<file path="src/rtl/maze_pkg.sv">
// Shared definitions for the maze generator sequencer.
// Contents: cell codes written to the maze RAM, sequencer state enum,
// maze geometry constants and a helper converting a 3-bit dimension select
// into a cell count.
package maze_pkg;

  localparam int MAZE_COLS = 64;
  localparam int MAZE_ROWS = 64;
  localparam int ADDR_W    = 12;

  typedef enum logic [1:0] {
    CELL_OUT      = 2'b00,
    CELL_FRONTIER = 2'b01,
    CELL_WALL     = 2'b10,
    CELL_PATH     = 2'b11
  } cell_e;

  typedef enum logic [2:0] {
    ST_IDLE,
    ST_CLEAR,
    ST_SEED,
    ST_CARVE,
    ST_DONE,
    ST_ERROR
  } state_e;

  // dimension select 0..7 -> 8..64 cells
  function automatic logic [6:0] dim_cells(input logic [2:0] sel);
    return ({4'd0, sel} + 7'd1) << 3;
  endfunction

endpackage

</file>
<file path="src/rtl/maze_gen_ctrl_if.sv">
// Bundle of the sequencer's user, RAM and carver signals.
// master : the sequencer (maze_gen_ctrl)
// slave  : the environment (start logic, cell RAM, carver, readers)
interface maze_gen_ctrl_if;
  import maze_pkg::*;

  // user request
  logic              go;
  logic [2:0]        x_dimension;
  logic [2:0]        y_dimension;
  logic [15:0]       seed;
  // cell RAM write port
  logic              mem_we;
  logic [ADDR_W-1:0] mem_addr;
  logic [1:0]        mem_wdata;
  // carver handshake
  logic              sel_carver;
  logic              carve_start;
  logic              carve_finish;
  logic              rand_ack;
  logic [1:0]        rand_dir;
  // status
  logic [6:0]        width_cells;
  logic [6:0]        height_cells;
  logic              busy;
  logic              maze_ready;
  logic              timeout_err;

  modport master (
    input  go, x_dimension, y_dimension, seed, carve_finish, rand_ack,
    output mem_we, mem_addr, mem_wdata, sel_carver, carve_start, rand_dir,
           width_cells, height_cells, busy, maze_ready, timeout_err
  );

  modport slave (
    output go, x_dimension, y_dimension, seed, carve_finish, rand_ack,
    input  mem_we, mem_addr, mem_wdata, sel_carver, carve_start, rand_dir,
           width_cells, height_cells, busy, maze_ready, timeout_err
  );

endinterface

</file>
<file path="src/rtl/maze_lfsr16.sv">
// 16-bit Galois LFSR, polynomial x^16+x^14+x^13+x^11 (mask 16'hB400).
// Ports: clk, rst_n (async, active low), load_i/seed_i (synchronous load,
// wins over step), step_i (advance one position), lfsr_o (current state).
module maze_lfsr16 #(
  parameter logic [15:0] RESET_VAL = 16'hACE1
) (
  input  logic        clk,
  input  logic        rst_n,
  input  logic        load_i,
  input  logic [15:0] seed_i,
  input  logic        step_i,
  output logic [15:0] lfsr_o
);

  logic [15:0] lfsr_q;
  logic [15:0] lfsr_d;

  // shift right, fold the tap mask back in when the bit shifted out is 1
  assign lfsr_d = lfsr_q[0] ? ((lfsr_q >> 1) ^ 16'hB400) : (lfsr_q >> 1);

  // NOTE: non-blocking assignment so the register updates from the value
  // it held before the edge, independent of statement ordering.
  always_ff @(posedge clk or negedge rst_n) begin
    if (!rst_n)      lfsr_q <= RESET_VAL;
    else if (load_i) lfsr_q <= seed_i;
    else if (step_i) lfsr_q <= lfsr_d;
  end

  assign lfsr_o = lfsr_q;

endmodule

</file>
<file path="src/rtl/maze_gen_ctrl.sv">
// Maze generation sequencer: clears the 64x64 cell RAM, writes the start
// cell as PATH, then hands the RAM port to the carver, feeding it random
// direction bits until it reports finish (-> maze_ready) or the CARVE-state
// cycle limit expires (-> timeout_err).
// Ports: clk, rst_n (async, active low), bus (maze_gen_ctrl_if.master:
// go/dimensions/seed in, RAM write port out, carver handshake, status out).
// Build option MAZE_CLEAR_ACTIVE_EN: when defined, CLEAR only writes the
// active width_cells x height_cells region instead of all 4096 cells.
module maze_gen_ctrl
  import maze_pkg::*;
#(
  parameter int unsigned    TIMEOUT_CYCLES = 1048575,
  parameter logic [15:0]    LFSR_DEFAULT   = 16'hACE1,
  parameter int unsigned    START_X        = 0,
  parameter int unsigned    START_Y        = 0
) (
  input logic            clk,
  input logic            rst_n,
  maze_gen_ctrl_if.master bus
);

  localparam logic [19:0] TCNT_LAST = 20'(TIMEOUT_CYCLES - 1);

  state_e      state_q;
  logic [5:0]  x_q, y_q;
  logic [5:0]  x_d, y_d;
  logic [19:0] tcnt_q;
  logic [6:0]  width_q, height_q;
  logic        mem_we_q, sel_q, cstart_q, busy_q, ready_q, terr_q;
  logic [1:0]  wdata_q;
  logic        clear_last;
  logic        start;
  logic [15:0] lfsr;

  // a new run may only begin when no run is in flight
  assign start = bus.go &&
                 (state_q == ST_IDLE || state_q == ST_DONE || state_q == ST_ERROR);

  // NOTE: every always_comb output gets a value on every path (defaults
  // first) so no latch is inferred.
  always_comb begin
    clear_last = 1'b0;
    x_d        = x_q;
    y_d        = y_q;
`ifdef MAZE_CLEAR_ACTIVE_EN
    // raster over the active region only; x wraps at width with y+1
    if (x_q == 6'(width_q - 7'd1)) begin
      x_d        = '0;
      y_d        = y_q + 6'd1;
      clear_last = (y_q == 6'(height_q - 7'd1));
    end else begin
      x_d = x_q + 6'd1;
    end
`else
    // full store: {y,x} is a plain 12-bit counter
    {y_d, x_d} = {y_q, x_q} + 12'd1;
    clear_last = &{y_q, x_q};
`endif
  end

  always_ff @(posedge clk or negedge rst_n) begin
    if (!rst_n) begin
      state_q  <= ST_IDLE;
      x_q      <= '0;
      y_q      <= '0;
      tcnt_q   <= '0;
      width_q  <= 7'd8;
      height_q <= 7'd8;
      mem_we_q <= 1'b0;
      wdata_q  <= CELL_OUT;
      sel_q    <= 1'b0;
      cstart_q <= 1'b0;
      busy_q   <= 1'b0;
      ready_q  <= 1'b0;
      terr_q   <= 1'b0;
    end else begin
      case (state_q)
        ST_IDLE, ST_DONE, ST_ERROR: begin
          if (start) begin
            state_q  <= ST_CLEAR;
            width_q  <= dim_cells(bus.x_dimension);
            height_q <= dim_cells(bus.y_dimension);
            x_q      <= '0;
            y_q      <= '0;
            mem_we_q <= 1'b1;
            wdata_q  <= CELL_OUT;
            busy_q   <= 1'b1;
            ready_q  <= 1'b0;
            terr_q   <= 1'b0;
          end
        end
        ST_CLEAR: begin
          if (clear_last) begin
            state_q <= ST_SEED;
            x_q     <= 6'(START_X);
            y_q     <= 6'(START_Y);
            wdata_q <= CELL_PATH;
          end else begin
            x_q <= x_d;
            y_q <= y_d;
          end
        end
        ST_SEED: begin
          state_q  <= ST_CARVE;
          mem_we_q <= 1'b0;
          sel_q    <= 1'b1;
          cstart_q <= 1'b1;
          tcnt_q   <= '0;
        end
        ST_CARVE: begin
          // finish wins over a timeout landing in the same cycle
          if (bus.carve_finish) begin
            state_q  <= ST_DONE;
            sel_q    <= 1'b0;
            cstart_q <= 1'b0;
            busy_q   <= 1'b0;
            ready_q  <= 1'b1;
          end else if (tcnt_q == TCNT_LAST) begin
            state_q  <= ST_ERROR;
            sel_q    <= 1'b0;
            cstart_q <= 1'b0;
            busy_q   <= 1'b0;
            ready_q  <= 1'b0;
            terr_q   <= 1'b1;
          end else begin
            tcnt_q <= tcnt_q + 20'd1;
          end
        end
        default: state_q <= ST_IDLE;
      endcase
    end
  end

  maze_lfsr16 #(.RESET_VAL(LFSR_DEFAULT)) u_lfsr (
    .clk    (clk),
    .rst_n  (rst_n),
    .load_i (start),
    .seed_i ((bus.seed == 16'd0) ? LFSR_DEFAULT : bus.seed),
    .step_i (bus.rand_ack && state_q == ST_CARVE),
    .lfsr_o (lfsr)
  );

  assign bus.mem_we       = mem_we_q;
  assign bus.mem_addr     = {y_q, x_q};
  assign bus.mem_wdata    = wdata_q;
  assign bus.sel_carver   = sel_q;
  assign bus.carve_start  = cstart_q;
  assign bus.rand_dir     = lfsr[1:0];
  assign bus.width_cells  = width_q;
  assign bus.height_cells = height_q;
  assign bus.busy         = busy_q;
  assign bus.maze_ready   = ready_q;
  assign bus.timeout_err  = terr_q;

endmodule

</file>
<file path="src/flat_wrapper.sv">
// flat-port wrapper written by rule: the top's interface ports become plain ports
module maze_gen_ctrl_flat import maze_pkg::*;
#(
  parameter int unsigned    TIMEOUT_CYCLES = 1048575,
  parameter logic [15:0]    LFSR_DEFAULT   = 16'hACE1,
  parameter int unsigned    START_X        = 0,
  parameter int unsigned    START_Y        = 0
)
  (clk, rst_n, bus_go, bus_x_dimension, bus_y_dimension, bus_seed, bus_carve_finish, bus_rand_ack, bus_mem_we, bus_mem_addr, bus_mem_wdata, bus_sel_carver, bus_carve_start, bus_rand_dir, bus_width_cells, bus_height_cells, bus_busy, bus_maze_ready, bus_timeout_err);
  maze_gen_ctrl_if bus_i ();
  input logic clk;
  input logic rst_n;
  input wire logic [$bits(bus_i.go)-1:0] bus_go;
  input wire logic [$bits(bus_i.x_dimension)-1:0] bus_x_dimension;
  input wire logic [$bits(bus_i.y_dimension)-1:0] bus_y_dimension;
  input wire logic [$bits(bus_i.seed)-1:0] bus_seed;
  input wire logic [$bits(bus_i.carve_finish)-1:0] bus_carve_finish;
  input wire logic [$bits(bus_i.rand_ack)-1:0] bus_rand_ack;
  output wire logic [$bits(bus_i.mem_we)-1:0] bus_mem_we;
  output wire logic [$bits(bus_i.mem_addr)-1:0] bus_mem_addr;
  output wire logic [$bits(bus_i.mem_wdata)-1:0] bus_mem_wdata;
  output wire logic [$bits(bus_i.sel_carver)-1:0] bus_sel_carver;
  output wire logic [$bits(bus_i.carve_start)-1:0] bus_carve_start;
  output wire logic [$bits(bus_i.rand_dir)-1:0] bus_rand_dir;
  output wire logic [$bits(bus_i.width_cells)-1:0] bus_width_cells;
  output wire logic [$bits(bus_i.height_cells)-1:0] bus_height_cells;
  output wire logic [$bits(bus_i.busy)-1:0] bus_busy;
  output wire logic [$bits(bus_i.maze_ready)-1:0] bus_maze_ready;
  output wire logic [$bits(bus_i.timeout_err)-1:0] bus_timeout_err;
  assign bus_i.go = bus_go;
  assign bus_i.x_dimension = bus_x_dimension;
  assign bus_i.y_dimension = bus_y_dimension;
  assign bus_i.seed = bus_seed;
  assign bus_i.carve_finish = bus_carve_finish;
  assign bus_i.rand_ack = bus_rand_ack;
  assign bus_mem_we = bus_i.mem_we;
  assign bus_mem_addr = bus_i.mem_addr;
  assign bus_mem_wdata = bus_i.mem_wdata;
  assign bus_sel_carver = bus_i.sel_carver;
  assign bus_carve_start = bus_i.carve_start;
  assign bus_rand_dir = bus_i.rand_dir;
  assign bus_width_cells = bus_i.width_cells;
  assign bus_height_cells = bus_i.height_cells;
  assign bus_busy = bus_i.busy;
  assign bus_maze_ready = bus_i.maze_ready;
  assign bus_timeout_err = bus_i.timeout_err;
  maze_gen_ctrl #(.TIMEOUT_CYCLES(TIMEOUT_CYCLES), .LFSR_DEFAULT(LFSR_DEFAULT), .START_X(START_X), .START_Y(START_Y)) u_core (.clk(clk), .rst_n(rst_n), .bus(bus_i));
endmodule
</file>
<file path="config.mk">
export PLATFORM = sky130hd
export DESIGN_NAME = maze_gen_ctrl_flat
export DESIGN_NICKNAME = d
export VERILOG_FILES = /design/src/rtl/maze_pkg.sv /design/src/rtl/maze_gen_ctrl_if.sv /design/src/rtl/maze_lfsr16.sv /design/src/rtl/maze_gen_ctrl.sv /design/src/flat_wrapper.sv
export SDC_FILE = /design/constraint.sdc
export NUM_CORES = 1
export LEC_CHECK = 0
export CORE_UTILIZATION = 45
export CTS_BUF_LIST = sky130_fd_sc_hd__clkbuf_2 sky130_fd_sc_hd__clkbuf_4 sky130_fd_sc_hd__clkbuf_8
export DETAILED_ROUTE_END_ITERATION = 6
export PLACE_DENSITY = 0.75
export SLEW_MARGIN = 20
export SYNTH_ARGS = -nofsm -noshare
export SYNTH_HDL_FRONTEND = slang
export SYNTH_HIERARCHICAL = 1
export SYNTH_SLANG_ARGS = --single-unit
</file>
<file path="constraint.sdc">
create_clock -name clk -period 5.02 [get_ports clk]
set_input_delay 0.502 -clock clk [delete_from_list [all_inputs] [get_ports clk]]
set_output_delay 0.502 -clock clk [all_outputs]
set_load 0.02 [all_outputs]
</file>
==> flow_summary.html, run 1 <==
<table>
<tr><th>Metric</th><th>Value</th></tr>
<tr><th colspan="2">Run status</th></tr>
<tr><td>Outcome</td><td>complete, no violations</td></tr>
<tr><th colspan="2">Clock network</th></tr>
<tr><td>TritonCTS buffer count</td><td>9</td></tr>
<tr><td>TritonCTS clock tree</td><td>done</td></tr>
<tr><td>Source-to-sink clock delay at the later pin of the worst-skew pair</td><td>0.33 ns</td></tr>
<tr><td>Number of clock sinks seen by CTS</td><td>65</td></tr>
<tr><td>Count of hold-fix buffers inserted at cts</td><td>0</td></tr>
<tr><td>Number of H-tree levels</td><td>3</td></tr>
<tr><td>Root buf cell</td><td>clkbuf_8</td></tr>
<tr><td>CTS Buffer Depth</td><td>2</td></tr>
<tr><td>Total of cells resized after clock tree synthesis</td><td>0</td></tr>
<tr><td>Clock slew at reported path FFs</td><td>0.07 ns</td></tr>
<tr><td>Number of buffers inserted by post-CTS setup repair</td><td>0</td></tr>
<tr><th colspan="2">Detailed routing</th></tr>
<tr><td>Starting DRT DRC Count</td><td>123</td></tr>
<tr><td>Via total after detailed routing</td><td>2891</td></tr>
<tr><td>Count of antenna-violating nets left after detailed routing</td><td>0</td></tr>
<tr><td>Via density per instance</td><td>5.55</td></tr>
<tr><td>Routed WL per cell</td><td>14.1 um</td></tr>
<tr><td>Total wire length</td><td>7370 um</td></tr>
<tr><td>First-pass iteration count of the detailed router</td><td>4</td></tr>
<tr><td>DRC</td><td>0</td></tr>
<tr><th colspan="2">Logic synthesis</th></tr>
<tr><td>Number of synthesized flops with an enable pin</td><td>0</td></tr>
<tr><td>Cells after Synth</td><td>375</td></tr>
<tr><td>Library cells used by synthesis</td><td>57</td></tr>
<tr><td>Top post-synthesis cells by count</td><td>dfrtp_1, nand2_1, o21ai_1, nor2_1, o21ai_0</td></tr>
<tr><td>Post-synthesis instance area</td><td>3520 sq um</td></tr>
<tr><td>Cell accounting for the most synthesized area</td><td>dfrtp_1</td></tr>
<tr><td>Most repeated cell in the gate-level netlist after synthesis</td><td>dfrtp_1</td></tr>
<tr><td>Flop and latch count out of synthesis</td><td>65</td></tr>
<tr><td>Share of the synthesized area in the top cell type</td><td>39.0%</td></tr>
<tr><td>Share of flip-flops with an asynchronous set or reset after synthesis</td><td>100%</td></tr>
<tr><td>Sequential cell area fraction in the yosys report</td><td>46.5%</td></tr>
<tr><td>Primary FF master, synth</td><td>dfrtp_1</td></tr>
<tr><td>Number of warning messages in the yosys log</td><td>6</td></tr>
<tr><td>Top area cells in the synthesized netlist</td><td>dfrtp_1, dfstp_2, nand2_1, o21ai_1, mux2i_1</td></tr>
<tr><td>Per-instance average area after synthesis</td><td>9.40 sq um</td></tr>
<tr><th colspan="2">Power and ir drop</th></tr>
<tr><td>VDD IR max</td><td>0.313 mV</td></tr>
<tr><td>Leakage power of the design</td><td>1.77 nW</td></tr>
<tr><td>Pwr Density</td><td>489 nW/um^2</td></tr>
<tr><td>Power Total</td><td>2.08 mW</td></tr>
<tr><th colspan="2">Cells and area</th></tr>
<tr><td>Area Overhead vs Synth</td><td>20.6%</td></tr>
<tr><td>Sequential standard cell area</td><td>1640 sq um</td></tr>
<tr><td>Fillcell total</td><td>638</td></tr>
<tr><td>Fraction of the core area covered by cells at the end of the flow</td><td>57.4%</td></tr>
<tr><td>Cell area after layout</td><td>4250 sq um</td></tr>
<tr><td>Fraction of layout instances using a drive strength above 1</td><td>11.4%</td></tr>
<tr><td>Antenna cell count</td><td>0</td></tr>
<tr><td>Final-stage net count</td><td>449</td></tr>
<tr><td>Area of the multi-input gates</td><td>1690 sq um</td></tr>
<tr><th colspan="2">Timing</th></tr>
<tr><td>Max-Slew Margin vs Limit</td><td>45.5%</td></tr>
<tr><td>Period utilisation layout</td><td>46.0%</td></tr>
<tr><td>Clk_skew</td><td>0.00690 ns</td></tr>
<tr><td>Final worst path period need</td><td>2.31 ns</td></tr>
<tr><td>Final hold slack</td><td>0.309 ns</td></tr>
<tr><td>Highest Clock Rate</td><td>433 MHz</td></tr>
<tr><td>Hold violation count in the final report</td><td>0</td></tr>
<tr><td>Final setup violating endpoints</td><td>0</td></tr>
<tr><td>Fin Setup TNS</td><td>0 ns</td></tr>
<tr><td>RSZ-0062 raised after global routing</td><td>no</td></tr>
<tr><td>Slew Viols, Final</td><td>0</td></tr>
<tr><td>Slew at the pin with the worst max-slew slack</td><td>0.817 ns</td></tr>
<tr><th colspan="2">Setup path</th></tr>
<tr><td>Origin of the critical flop-to-flop path</td><td>u_core/state_q[0]</td></tr>
<tr><td>Highest-delay cell along the critical path</td><td>dfrtp_1</td></tr>
<tr><td>Worst reg-to-reg path cell count</td><td>6</td></tr>
<tr><td>List of cells traversed by the critical path</td><td>nand2b_2 -&gt; nand2_1 -&gt; or2_1 -&gt; inv_2 -&gt; or3b_1 -&gt; o211ai_1</td></tr>
<tr><td>Crit path capture type</td><td>register</td></tr>
<tr><td>Reg-to-reg endpoint</td><td>u_core/u_lfsr/lfsr_o[13]</td></tr>
<tr><td>Category of the most critical setup path</td><td>reg2reg</td></tr>
<tr><td>Largest stage delay on the critical path</td><td>0.50 ns</td></tr>
<tr><td>Family with the most delay on the worst path</td><td>simple AND/OR/NAND/NOR gates</td></tr>
<tr><td>CP arrival</td><td>2.55 ns</td></tr>
<tr><td>Largest driver fanout on the critical path</td><td>37</td></tr>
<tr><td>Startpoint kind of the worst setup timing path</td><td>register</td></tr>
<tr><td>Crit path buf inv count</td><td>1</td></tr>
<tr><td>CP required</td><td>5.27 ns</td></tr>
<tr><td>Setup slack of the worst register-to-register path</td><td>2.71 ns</td></tr>
<tr><th colspan="2">Placement</th></tr>
<tr><td>Post-DP HPWL</td><td>5100 um</td></tr>
<tr><td>Cell area after placement</td><td>4050 sq um</td></tr>
<tr><td>Global placer's final weighted congestion</td><td>0.791</td></tr>
<tr><td>IO Port Bufs</td><td>56</td></tr>
<tr><th colspan="2">Global routing</th></tr>
<tr><td>Wire length of the first global-routing pass</td><td>12700 um</td></tr>
<tr><td>Largest net degree at the start of global routing</td><td>66</td></tr>
<tr><td>Vias in the first global route</td><td>2778</td></tr>
<tr><td>Number of antenna violations at the first check in global routing</td><td>0</td></tr>
<tr><td>GRT Residual Overflow</td><td>0</td></tr>
<tr><td>Global-route usage over all layers</td><td>19.1%</td></tr>
<tr><th colspan="2">Floorplanning</th></tr>
<tr><td>Num ports</td><td>63</td></tr>
<tr><td>Die area</td><td>8190 sq um</td></tr>
<tr><td>Area inside the core boundary</td><td>7410 sq um</td></tr>
<tr><td>Horizontal die dimension</td><td>90.5 um</td></tr>
<tr><td>Std cell rows</td><td>31</td></tr>
<tr><td>Die Height</td><td>90.5 um</td></tr>
<tr><td>Initial standard-cell utilization of the core</td><td>47.6%</td></tr>
<tr><th colspan="2">Hold path</th></tr>
<tr><td>Class of the tightest hold or removal check</td><td>in2async</td></tr>
<tr><th colspan="2">Job</th></tr>
<tr><td>Count of maximum capacitance violations</td><td>0</td></tr>
</table>
## cell type report
cell class	instances	share of cell area, %
Clock buffer	13	3.91
Clock inverter	3	0.942
Inverter	7	0.618
Multi-Input combinational cell	276	39.6
Sequential cell	65	38.6
Tap cell	99	2.91
Timing Repair Buffer	58	13.4
## logic make-up after synthesis
kind of cell | share of synthesized area, %
DFF | 46.5
other | 0.106
buffers and inverters | 6.21
xor gates and xnor gates | 2.73
adders and majority gates | 1.77
AOI/OAI and AO/OA | 18.1
muxes | 3.98
and+or+nand+nor | 20.6
## where the power goes
part	internal [mW]	total, mW	switching, mW
Sequential	0.697	0.828	0.131
Combinational	0.349	0.794	0.445
Clock	0.266	0.458	0.191
## layout by cell type, fill, tap and decap left out, drive strengths merged, types with 2 or more instances in the layout
| master | n |
|---|---|
| clkdlybuf4s50 | 55 |
| dfrtp | 55 |
| o21ai | 52 |
| nand2 | 51 |
| nor2 | 24 |
| nand3 | 15 |
| mux2i | 14 |
| nand4 | 14 |
| clkbuf | 13 |
| nand2b | 13 |
| a21oi | 12 |
| dfstp | 10 |
| o31ai | 9 |
| a31oi | 7 |
| inv | 7 |
| xnor2 | 6 |
| conb | 6 |
| xor2 | 5 |
| ha | 5 |
| nor4 | 4 |
| and3 | 4 |
| a41oi | 4 |
| o211ai | 4 |
| o21a | 3 |
| a21o | 3 |
| or3b | 3 |
| buf | 3 |
| nor3 | 3 |
| clkinv | 2 |
| nor2b | 2 |
| a22o | 2 |
| o41ai | 2 |
| or2 | 2 |
## sequential cells by signal, summed over array words and instances, names as in the netlist
register and count:
u_core/bus.busy 1, u_core/bus.carve_start 1, u_core/bus.height_cells 4, u_core/bus.maze_ready 1, u_core/bus.mem_wdata 1, u_core/bus.mem_we 1, u_core/bus.timeout_err 1, u_core/bus.width_cells 4
u_core/state_q 3, u_core/tcnt_q 20, u_core/u_lfsr/lfsr_o 16, u_core/x_q 6, u_core/y_q 6
## per-layer routing
layer	vias to the layer above	routed length, um	global-route usage [%]
li1	1410	-	-
met1	1393	3590	26.7
met2	79	3360	29.1
met3	9	323	3.28
met4	0	98	8.20
met5	-	0	0
## stage by stage
stage	cells	setup slack (ns)
5_1_grt	521	2.53
3_3_place_gp	505	2.48
3_5_place_dp	505	2.44
6_report	521	2.71
2_1_floorplan	380	3.33
4_1_cts	521	2.73
## worst register-to-register path: stages, from the launching register on
cell and delay, ns:
dfrtp_1 0.50, nand2b_2 0.16, nand2_1 0.09, or2_1 0.49, inv_2 0.40, or3b_1 0.47, o211ai_1 0.11
## worst max path at each step
stage	startpoint	end	depth (start not counted)
floorplan	u_core/state_q[2]	u_core/u_lfsr/lfsr_o[12]	7
global placement	bus_go	u_core/u_lfsr/lfsr_o[13]	6
detailed placement	bus_go	u_core/u_lfsr/lfsr_o[13]	6
CTS	u_core/state_q[2]	u_core/u_lfsr/lfsr_o[13]	6
global route	u_core/state_q[0]	u_core/u_lfsr/lfsr_o[12]	6
finish	u_core/state_q[0]	u_core/u_lfsr/lfsr_o[13]	6
(Power assumes the default switching activity.)
==> inputs of run 2 (changes only) <==
- clock period: 5.02 -> 2.3 ns (I/O delays scaled with it)
==> flow_summary.html, run 2 (synthesis gave the netlist of run 1 again) <==
<table>
<tr><th>Metric</th><th>Value</th></tr>
<tr><th colspan="2">Cells and area</th></tr>
<tr><td>Antenna cell count</td><td>0 (unchanged)</td></tr>
<tr><td>Fraction of layout instances using a drive strength above 1</td><td>12.0% (was 11.4%)</td></tr>
<tr><td>Fraction of the core area covered by cells at the end of the flow</td><td>57.9% (was 57.4%)</td></tr>
<tr><td>Area Overhead vs Synth</td><td>21.7% (was 20.6%)</td></tr>
<tr><td>Final-stage net count</td><td>453 (was 449)</td></tr>
<tr><td>Largest register FFs</td><td>20 (unchanged)</td></tr>
<tr><td>Register ranked first by flip-flop count</td><td>u_core/tcnt_q (unchanged)</td></tr>
<tr><td>Commonest cells after routing, fill and taps aside</td><td>clkdlybuf4s50_1, dfrtp_1, nand2_1 (unchanged)</td></tr>
<tr><th colspan="2">Setup path</th></tr>
<tr><td>List of cells traversed by the critical path</td><td>inv_1 -&gt; ha_1 -&gt; nand4_1 -&gt; nor3_2 -&gt; a31o_2 -&gt; nor3_1 -&gt; o22a_1 (was nand2b_2 -&gt; nand2_1 -&gt; or2_1 -&gt; inv_2 -&gt; or3b_1 -&gt; o211ai_1)</td></tr>
<tr><td>Largest driver fanout on the critical path</td><td>21 (was 37)</td></tr>
<tr><td>CP arrival</td><td>2.12 ns (was 2.55 ns)</td></tr>
<tr><td>Category of the most critical setup path</td><td>reg2reg (unchanged)</td></tr>
<tr><td>Crit path capture type</td><td>register (unchanged)</td></tr>
<tr><td>CP required</td><td>2.53 ns (was 5.27 ns)</td></tr>
<tr><td>Highest-delay cell along the critical path</td><td>a31o_2 (was dfrtp_1)</td></tr>
<tr><td>Family with the most delay on the worst path</td><td>compound AO/OA/AOI/OAI gates (was simple AND/OR/NAND/NOR gates)</td></tr>
<tr><td>Crit path buf inv count</td><td>1 (unchanged)</td></tr>
<tr><td>Largest stage delay on the critical path</td><td>0.47 ns (was 0.50 ns)</td></tr>
<tr><td>Startpoint kind of the worst setup timing path</td><td>register (unchanged)</td></tr>
<tr><th colspan="2">Detailed routing</th></tr>
<tr><td>DRC</td><td>0 (unchanged)</td></tr>
<tr><td>Count of antenna-violating nets left after detailed routing</td><td>0 (unchanged)</td></tr>
<tr><td>Via density per instance</td><td>5.48 (was 5.55)</td></tr>
<tr><td>First-pass iteration count of the detailed router</td><td>4 (unchanged)</td></tr>
<tr><td>Via total after detailed routing</td><td>2877 (was 2891)</td></tr>
<tr><td>Routed WL per cell</td><td>14.2 um (was 14.1 um)</td></tr>
<tr><td>Total wire length</td><td>7470 um (was 7370 um)</td></tr>
<tr><td>Starting DRT DRC Count</td><td>143 (was 123)</td></tr>
<tr><th colspan="2">Placement</th></tr>
<tr><td>IO Port Bufs</td><td>56 (unchanged)</td></tr>
<tr><td>Global placer's final weighted congestion</td><td>0.851 (was 0.791)</td></tr>
<tr><td>Post-DP HPWL</td><td>5380 um (was 5100 um)</td></tr>
<tr><th colspan="2">Global routing</th></tr>
<tr><td>Wire length of the first global-routing pass</td><td>13300 um (was 12700 um)</td></tr>
<tr><td>Global-route usage over all layers</td><td>19.9% (was 19.1%)</td></tr>
<tr><td>Most congested layer reported by global routing</td><td>met2 (unchanged)</td></tr>
<tr><td>Met1 Resource Use GR</td><td>26.3% (was 26.7%)</td></tr>
<tr><td>Vias in the first global route</td><td>2890 (was 2778)</td></tr>
<tr><td>Number of antenna violations at the first check in global routing</td><td>0 (unchanged)</td></tr>
<tr><td>Largest net degree at the start of global routing</td><td>50 (was 66)</td></tr>
<tr><td>Met2 Usage GRT</td><td>31.2% (was 29.1%)</td></tr>
<tr><td>Met3 usage</td><td>6.14% (was 3.28%)</td></tr>
<tr><td>GRT Residual Overflow</td><td>0 (unchanged)</td></tr>
<tr><th colspan="2">Timing</th></tr>
<tr><td>Slew Viols, Final</td><td>0 (unchanged)</td></tr>
<tr><td>RSZ-0062 raised after global routing</td><td>no (unchanged)</td></tr>
<tr><td>Period utilisation layout</td><td>82.3% (was 46.0%)</td></tr>
<tr><td>Final worst path period need</td><td>1.89 ns (was 2.31 ns)</td></tr>
<tr><td>Final hold slack</td><td>0.346 ns (was 0.309 ns)</td></tr>
<tr><td>Highest Clock Rate</td><td>528 MHz (was 433 MHz)</td></tr>
<tr><td>Slew at the pin with the worst max-slew slack</td><td>0.549 ns (was 0.817 ns)</td></tr>
<tr><td>Max-Slew Margin vs Limit</td><td>63.3% (was 45.5%)</td></tr>
<tr><td>Hold violation count in the final report</td><td>0 (unchanged)</td></tr>
<tr><td>Fin Setup TNS</td><td>0 ns (unchanged)</td></tr>
<tr><td>Final setup violating endpoints</td><td>0 (unchanged)</td></tr>
<tr><td>Clk_skew</td><td>0.00826 ns (was 0.00690 ns)</td></tr>
<tr><th colspan="2">Floorplanning</th></tr>
<tr><td>Die Height</td><td>90.5 um (unchanged)</td></tr>
<tr><td>Std cell rows</td><td>31 (unchanged)</td></tr>
<tr><td>Die area</td><td>8190 sq um (unchanged)</td></tr>
<tr><td>Area inside the core boundary</td><td>7410 sq um (unchanged)</td></tr>
<tr><td>Num ports</td><td>63 (unchanged)</td></tr>
<tr><td>Initial standard-cell utilization of the core</td><td>47.6% (unchanged)</td></tr>
<tr><td>Horizontal die dimension</td><td>90.5 um (unchanged)</td></tr>
<tr><th colspan="2">Clock network</th></tr>
<tr><td>Count of hold-fix buffers inserted at cts</td><td>1 (was 0)</td></tr>
<tr><td>Number of clock sinks seen by CTS</td><td>65 (unchanged)</td></tr>
<tr><td>CTS Buffer Depth</td><td>2 (unchanged)</td></tr>
<tr><td>Number of H-tree levels</td><td>3 (unchanged)</td></tr>
<tr><td>Root buf cell</td><td>clkbuf_8 (unchanged)</td></tr>
<tr><td>TritonCTS buffer count</td><td>9 (unchanged)</td></tr>
<tr><td>Number of buffers inserted by post-CTS setup repair</td><td>0 (unchanged)</td></tr>
<tr><td>Clock slew at reported path FFs</td><td>0.08 ns (was 0.07 ns)</td></tr>
<tr><td>TritonCTS clock tree</td><td>done (unchanged)</td></tr>
<tr><td>Source-to-sink clock delay at the later pin of the worst-skew pair</td><td>0.34 ns (was 0.33 ns)</td></tr>
<tr><td>Total of cells resized after clock tree synthesis</td><td>0 (unchanged)</td></tr>
<tr><th colspan="2">Power and ir drop</th></tr>
<tr><td>Pwr Density</td><td>1060 nW/um^2 (was 489 nW/um^2)</td></tr>
<tr><td>VDD IR max</td><td>0.571 mV (was 0.313 mV)</td></tr>
<tr><td>Int Pwr</td><td>2.82 mW (was 1.31 mW)</td></tr>
<tr><td>Sw Ratio</td><td>37.8% (was 36.9%)</td></tr>
<tr><td>Reported net switching power</td><td>1.72 mW (was 0.767 mW)</td></tr>
<tr><td>Leakage power of the design</td><td>1.79 nW (was 1.77 nW)</td></tr>
<tr><td>Combinational power share</td><td>39.1% (was 38.2%)</td></tr>
<tr><td>Clock share of power</td><td>21.3% (was 22.0%)</td></tr>
<tr><td>Portion of total power attributed to sequential cells</td><td>39.5% (was 39.8%)</td></tr>
<tr><th colspan="2">Job</th></tr>
<tr><td>Count of maximum capacitance violations</td><td>0 (unchanged)</td></tr>
<tr><th colspan="2">Run status</th></tr>
<tr><td>Outcome</td><td>complete, no violations (unchanged)</td></tr>
<tr><th colspan="2">Hold path</th></tr>
<tr><td>Class of the tightest hold or removal check</td><td>in2async (unchanged)</td></tr>
</table>
run 2: cell types whose count changed in the layout (fill, tap and decap cells not counted):
cell,delta
clkbuf_4,-1
buf_12,+1
clkbuf_8,-2
clkinvlp_4,+1
clkinv_4,+3
dlygate4sd3_1,+1
buf_4,+2
clkinv_2,-1
run 2: cell type report:
type | count | area [sq um]
timing repair buffer | 62 | 616
sequential | 65 | 1640
multi-input combinational | 276 | 1690
inverter | 7 | 26.3
clock buffer | 10 | 131
tap | 99 | 124
fill | 644 | 3120
clock inverter | 6 | 68.8
run 2: per-layer routing:
metal	share of wire (%)	wire length (um)
met3	6.0	451
met1	47	3520
met2	46	3410
met5	0	0
met4	1.2	86
run 2: stage by stage:
step	total power [mW]	instance area [sq um]	std cells	worst slack (ns)
2_1_floorplan	3.00	3540	380	0.610
3_3_place_gp	3.54	4080	508	0.448
3_5_place_dp	3.59	4080	508	0.439
4_1_cts	4.59	4290	525	0.415
5_1_grt	4.87	4290	525	0.219
6_report	4.54	4290	525	0.406
run 2: path summary, 6_finish.rpt:
| check | endpoint | cells past startpoint | startpoint | slack, ns |
|---|---|---|---|---|
| min in group clk | u_core/u_lfsr/lfsr_o[3] | 3 | bus_seed[3] | 0.48 |
| max | u_core/tcnt_q[6] | 7 | u_core/tcnt_q[0] | 0.41 |
| max in group asynchronous | u_core/u_lfsr/lfsr_o[5] | 3 | rst_n | 1.31 |
| min reg2reg | u_core/bus.width_cells[5] | 2 | u_core/bus.width_cells[5] | 0.49 |
| max reg2reg | u_core/tcnt_q[6] | 7 | u_core/tcnt_q[0] | 0.41 |
| min | u_core/y_q[3] | 2 | rst_n | 0.35 |
run 2: worst reg2reg max path: cells and delay by family (launching register included):
kind | cells | cell delay [ns]
AND/OR/NAND/NOR | 3 | 0.46
buffers and inverters | 1 | 0.08
adder cells (fa/ha/maj) | 1 | 0.14
flip-flops | 1 | 0.44
AO/OA/AOI/OAI | 2 | 0.66
run 2: power groups by stage:
stage	sequential (mW)	combinational, mW	clock [mW]
floorplan	1.90	1.09	0
global placement	1.81	1.74	0
detailed placement	1.81	1.78	0
CTS	1.80	1.79	1.01
global route	1.85	1.96	1.06
finish	1.79	1.78	0.970
